**src/rtl/fetch_pkg.sv**
```systemverilog
// Shared types and constants for the fetch/PC unit.
// Optional feature macro used by this slice: FETCH_MISALIGN_TRAP_EN.
package fetch_pkg;

    typedef enum logic [1:0] {
        PC_PLUS4    = 2'd0,
        PC_PLUS_IMM = 2'd1,
        PC_JALR     = 2'd2,
        PC_RSVD     = 2'd3
    } pc_src_t;

    typedef enum logic [1:0] {
        FETCH = 2'd0,
        WAIT  = 2'd1,
        ISSUE = 2'd2,
        TRAP  = 2'd3
    } fetch_state_t;

    localparam logic [31:0] NOP_INSTR = 32'h0000_0013;
    localparam logic [31:0] PC_STEP   = 32'd4;

    // A word fetch target is legal only when its two low bits are clear.
    function automatic logic is_misaligned(input logic [1:0] addr_lsb);
        return (addr_lsb != 2'b00);
    endfunction

endpackage

```
**src/rtl/pc_next_calc.sv**
```systemverilog
// Combinational next-PC selection: PC+4, PC+imm or JALR target, plus link value.
// With FETCH_MISALIGN_TRAP_EN the raw target is passed on; otherwise it is word-aligned.
module pc_next_calc
    import fetch_pkg::*;
(
    input  logic [31:0] instr_pc,
    input  logic [31:0] immediate,
    input  logic [31:0] alu_result,
    input  pc_src_t     pc_src,
    output logic [31:0] pc_plus4,
    output logic [31:0] next_pc
);

    logic [31:0] target_s;

    assign pc_plus4 = instr_pc + PC_STEP;

    // Target select; the reserved encoding falls back to sequential flow.
    always_comb begin
        target_s = pc_plus4;
        case (pc_src)
            PC_PLUS4:    target_s = pc_plus4;
            PC_PLUS_IMM: target_s = instr_pc + immediate;
            PC_JALR:     target_s = alu_result & 32'hFFFF_FFFE;
            PC_RSVD:     target_s = pc_plus4;
            default:     target_s = pc_plus4;
        endcase
    end

`ifdef FETCH_MISALIGN_TRAP_EN
    assign next_pc = target_s;
`else
    assign next_pc = target_s & 32'hFFFF_FFFC;
`endif

endmodule

```
**src/rtl/fetch_pc_unit.sv**
```systemverilog
// Program counter and single-outstanding instruction fetch towards decode.
// Optional misaligned-target trap enabled by defining FETCH_MISALIGN_TRAP_EN.
module fetch_pc_unit
    import fetch_pkg::*;
#(
    parameter logic [31:0] RESET_PC = 32'h0000_0000
) (
    input  logic        clk,
    input  logic        rst,
    output logic        imem_req_valid,
    input  logic        imem_req_ready,
    output logic [31:0] imem_addr,
    input  logic        imem_rsp_valid,
    input  logic [31:0] imem_rsp_data,
    output logic        instr_valid,
    input  logic        instr_ready,
    output logic [31:0] instr,
    output logic [24:0] raw_src,
    output logic [31:0] instr_pc,
    output logic [31:0] pc_plus4,
    input  logic [31:0] immediate,
    input  logic [1:0]  pc_src,
    input  logic [31:0] alu_result,
    output logic        misalign_trap
);

    fetch_state_t state_r;
    fetch_state_t state_nx_s;
    logic [31:0]  pc_r;
    logic [31:0]  instr_r;
    logic [31:0]  next_pc_s;
    logic         capture_s;
    logic         handoff_s;

    pc_next_calc u_pc_next_calc (
        .instr_pc   (pc_r),
        .immediate  (immediate),
        .alu_result (alu_result),
        .pc_src     (pc_src_t'(pc_src)),
        .pc_plus4   (pc_plus4),
        .next_pc    (next_pc_s)
    );

    // Next-state logic; a response is only looked at once the request has moved us to WAIT.
    always_comb begin
        state_nx_s = state_r;
        capture_s  = 1'b0;
        handoff_s  = 1'b0;
        case (state_r)
            FETCH: begin
                if (imem_req_ready) begin
                    state_nx_s = WAIT;
                end else begin
                    state_nx_s = FETCH;
                end
            end
            WAIT: begin
                if (imem_rsp_valid) begin
                    capture_s  = 1'b1;
                    state_nx_s = ISSUE;
                end else begin
                    state_nx_s = WAIT;
                end
            end
            ISSUE: begin
                if (instr_ready) begin
                    handoff_s = 1'b1;
`ifdef FETCH_MISALIGN_TRAP_EN
                    if (is_misaligned(next_pc_s[1:0])) begin
                        state_nx_s = TRAP;
                    end else begin
                        state_nx_s = FETCH;
                    end
`else
                    state_nx_s = FETCH;
`endif
                end else begin
                    state_nx_s = ISSUE;
                end
            end
`ifdef FETCH_MISALIGN_TRAP_EN
            TRAP:    state_nx_s = TRAP;
`endif
            default: state_nx_s = FETCH;
        endcase
    end

    // State, PC and instruction registers; reset drops any request in flight.
    always_ff @(posedge clk) begin
        if (rst) begin
            state_r <= FETCH;
            pc_r    <= RESET_PC;
            instr_r <= NOP_INSTR;
        end else begin
            state_r <= state_nx_s;
            if (handoff_s) begin
                pc_r <= next_pc_s;
            end
            if (capture_s) begin
                instr_r <= imem_rsp_data;
            end
        end
    end

`ifdef FETCH_MISALIGN_TRAP_EN
    logic trap_r;

    // Sticky trap flag, cleared only by reset.
    always_ff @(posedge clk) begin
        if (rst) begin
            trap_r <= 1'b0;
        end else if (handoff_s && is_misaligned(next_pc_s[1:0])) begin
            trap_r <= 1'b1;
        end
    end

    assign misalign_trap = trap_r;
`else
    assign misalign_trap = 1'b0;
`endif

    assign imem_req_valid = (state_r == FETCH);
    assign imem_addr      = pc_r;
    assign instr_valid    = (state_r == ISSUE);
    assign instr          = instr_r;
    assign raw_src        = instr_r[31:7];
    assign instr_pc       = pc_r;

endmodule
```
**config.mk**
```make
export PLATFORM = sky130hd
export DESIGN_NAME = fetch_pc_unit
export DESIGN_NICKNAME = d
export VERILOG_FILES = /design/src/rtl/fetch_pkg.sv /design/src/rtl/pc_next_calc.sv /design/src/rtl/fetch_pc_unit.sv
export SDC_FILE = /design/constraint.sdc
export NUM_CORES = 1
export LEC_CHECK = 0
export CAP_MARGIN = 20
export CORE_ASPECT_RATIO = 1.1
export CORE_MARGIN = 8
export CORE_UTILIZATION = 43
export CTS_BUF_LIST = sky130_fd_sc_hd__clkbuf_8
export CTS_CLUSTER_DIAMETER = 30
export DETAILED_ROUTE_END_ITERATION = 8
export GPL_ROUTABILITY_DRIVEN = 0
export HOLD_SLACK_MARGIN = 0.02
export PLACE_DENSITY = 0.84
export SLEW_MARGIN = 20
export SYNTH_ARGS = -nofsm -noshare
export SYNTH_HDL_FRONTEND = slang
export SYNTH_SLANG_ARGS = --single-unit
```
**constraint.sdc**
```tcl
create_clock -name clk -period 3.5 [get_ports clk]
set_input_delay 0.7 -clock clk [delete_from_list [all_inputs] [get_ports clk]]
set_output_delay 0.7 -clock clk [all_outputs]
set_load 0.01 [all_outputs]
```
==> results by group <==
STA
  • Skew final: 16.2 ps
  • Hold slack: 458 ps
  • Final TNS setup: 0 ps
  • Slew HR: 45.7%
  • Fin crit period: 3350 ps
  • Actual slew at the worst max-slew pin: 811 ps
  • RSZ-0062 raised after global routing: false
  • Setup ws final: 147 ps
  • Final Cycle Share: 95.8%
  • Max Clk Rate: 298 MHz
  • Final setup viols: 0
  • Max-slew violation count: 0
  • Hold Vio Cnt, Final: 0

Yosys
  • Yosys warns: 0
  • Post-synth ARST share: 0%
  • Number of synthesized register bits: 64
  • Sequential fraction of the synthesis area: 23.8%
  • Most frequent cell after synthesis: nand2_1
  • Synth Instances: 715
  • Post-synth EDFFs: 0
  • Largest cells by area after synthesis: dfxtp_1 24%, buf_4 8.8%, ha_1 7.4%
  • Largest area contributor in the netlist: dfxtp_1
  • Count of cell types in the netlist: 69
  • Mean post-synth cell area: 7.54 µm²
  • Mapped Area: 5390 µm²
  • Yosys top cell area share: 23.8%
  • Commonest register cell after synthesis: dfxtp_1
  • Synth cell count leaders: 101 x nand2_1, 70 x a21oi_1, 64 x dfxtp_1

Run
  • Max_cap viols: 0

Pwr
  • Maximum vdd drop: 0.000204 V
  • Overall power: 2.03 mW
  • Leakage: 2.99 nW
  • P per Cell Area: 255 nW/µm²

Worst hold path
  • Hold Startpoint: instr[3]$_SDFFE_PP0P_
  • Hold Path Sink: instr[3]$_SDFFE_PP0P_
  • Worst min path class: reg2reg
  • Hold Crit Depth: 2

CTS
  • CTS Buffer Depth: 2
  • CTS H-tree depth: 3
  • Cts hold-fix bufs: 0
  • TritonCTS clock tree: done
  • Clock root buffer: clkbuf_8
  • Cts bufs inserted: 9
  • Clock latency on the worst-skew pair: 350 ps
  • CTS clk-pin slew, worst paths: 90 ps
  • Post-cts gate resize count: 3
  • Total setup buffers inserted after CTS: 0
  • Sink Count: 64

Critical path
  • Cell Chain, Critical Path: and4_2, nand2_1, nor3_2, buf_4, nand2_1, xnor2_1, clkdlybuf4s50_1
  • Critical path startpoint category: flip-flop
  • Setup slack, reg-to-reg: 540 ps
  • CP arrival: 2650 ps
  • CP max stage cell: clkdlybuf4s50_1
  • Cell family with most CP delay: simple AND/OR/NAND/NOR gates
  • WS Path Type: reg2out
  • Worst setup EP type: primary output
  • Worst EP required: 2800 ps
  • Worst Path Max Fanout: 6
  • RR Endpoint: imem_addr[30]$_SDFFE_PP0P_
  • Max incr delay on CP: 610 ps
  • Buf/Inv on CP: 2
  • Top cell by count, worst path: nand2_1
  • R2R depth: 10
  • Reg-to-Reg Start: imem_addr[2]$_SDFFE_PP0P_

Placement
  • Detailed Place HPWL: 15500 µm
  • IO Port Bufs: 247
  • Placed cell areas: 7710 µm²
  • Setup WS pre-CTS: -80.8 ps
  • Placed Cells: 1062

Global route
  • Largest net degree at the start of global routing: 38
  • Number of global-route vias before repair: 6081
  • GRT overflow: 0
  • Initial antenna violation count: 0
  • First-pass GRT wire length: 31000 µm
  • Global Route Usage Sum: 23.3%

Drt
  • DRT antenna net count: 0
  • Met2 wire length: 9810 µm
  • WL final: 20100 µm
  • Wire per inst: 18.7 µm
  • DRC errors left: 0
  • Metal3 WL: 1890 µm
  • Vias per cell: 5.67
  • Initial DRC count: 524
  • Highest metal used: met4
  • Total number of vias: 6116
  • Met1 WL: 8000 µm
  • Drt pass-1 iters: 5

Floorplanning
  • Starting Density: 43.4%
  • Top-Level Pins: 259
  • Die width: 123 µm
  • Core Area: 12400 µm²
  • Die area: 16400 µm²
  • Chip height: 133 µm
  • # rows: 43

Finish
  • Share of post-route cells with drive strength above 1: 8.03%
  • Fillers: 1075
  • Post-route cell area: 7950 µm²
  • Synth-to-Final Area Change: 47.5%
  • Nets: 1052
  • Antenna diode count: 0
  • Post-route insts no fill: 1078
  • Util after Layout: 64.0%

Outcome
  • Status: completed
[worst max-delay path by stage]
stage	from	to	cells after the start
after floorplan	immediate[2]	imem_addr[30]$_SDFFE_PP0P_	10
after global placement	immediate[2]	imem_addr[30]$_SDFFE_PP0P_	11
after detailed placement	immediate[2]	imem_addr[30]$_SDFFE_PP0P_	11
after CTS	imem_addr[7]$_SDFFE_PP0P_	pc_plus4[26]	7
after global routing	imem_addr[7]$_SDFFE_PP0P_	pc_plus4[28]	7
final	imem_addr[7]$_SDFFE_PP0P_	pc_plus4[26]	7
[power by group]
group / switching, mW / internal (mW)
Clock: 0.339 / 0.409
Sequential: 0.0211 / 0.750
Combinational: 0.243 / 0.268
[sequential cells by signal, summed over array words and instances, names as in the netlist]
register,cells
instr,32
state_r,2
imem_addr,30
[cells by family (layout without fill, tap and decap cells)]
kind of cell / after synthesis / in the layout / share of synthesized area [%]
buffers and inverters: 112 / 312 / 12.9
muxes: 3 / 3 / 0.557
other: 1 / 7 / 0.0695
and+or+nand+nor: 257 / 257 / 22.3
DFF: 64 / 64 / 23.8
xor gates and xnor gates: 48 / 48 / 7.80
adders and majority gates: 33 / 33 / 7.80
AOI/OAI and AO/OA: 197 / 197 / 24.8
[placed cells by master (no fill, tap or decap), drive strengths merged, types with 4 or more instances in the layout]
cell and instances:
ha 32, clkbuf 9, xnor2 38, nor3 21, inv 15, buf 37, o21a 6, a311oi 4
nor2 58, nand2 101, nand3 25, nor2b 7, a221oi 20, nand3b 5, o211ai 11, o22ai 4
o21ai 17, a221o 5, nand4 8, dfxtp 64, a21oi 71, a22oi 4, a211oi 20, a31oi 7
xor2 10, a21o 9, and3 7, clkdlybuf4s50 246, conb 7
[area by class of cell]
class / count / area, µm² / share of cell area (%)
clock buffer: 9 / 124 / 1.56
clock inverter: 7 / 103 / 1.29
inverter: 13 / 48.8 / 0.614
multi-input combinational: 545 / 3460 / 43.5
sequential: 64 / 1280 / 16.1
tap: 157 / 196 / 2.47
timing repair buffer: 283 / 2740 / 34.4
[routing by layer]
layer	vias up	GRT usage, %
li1	2911	-
met1	2858	27.4
met2	314	40.9
met3	33	4.23
met4	0	8.27
met5	-	0
[worst register-to-register path: stages (launching register included)]
cell and delay [ps]:
dfxtp_1 390, ha_1 260, fa_1 440, a211oi_1 340
o211ai_1 130, a21boi_0 290, o22ai_2 160, a21oi_1 160
nor3_1 110, a41oi_2 200, or3b_1 350
(Power assumes the default switching activity.)
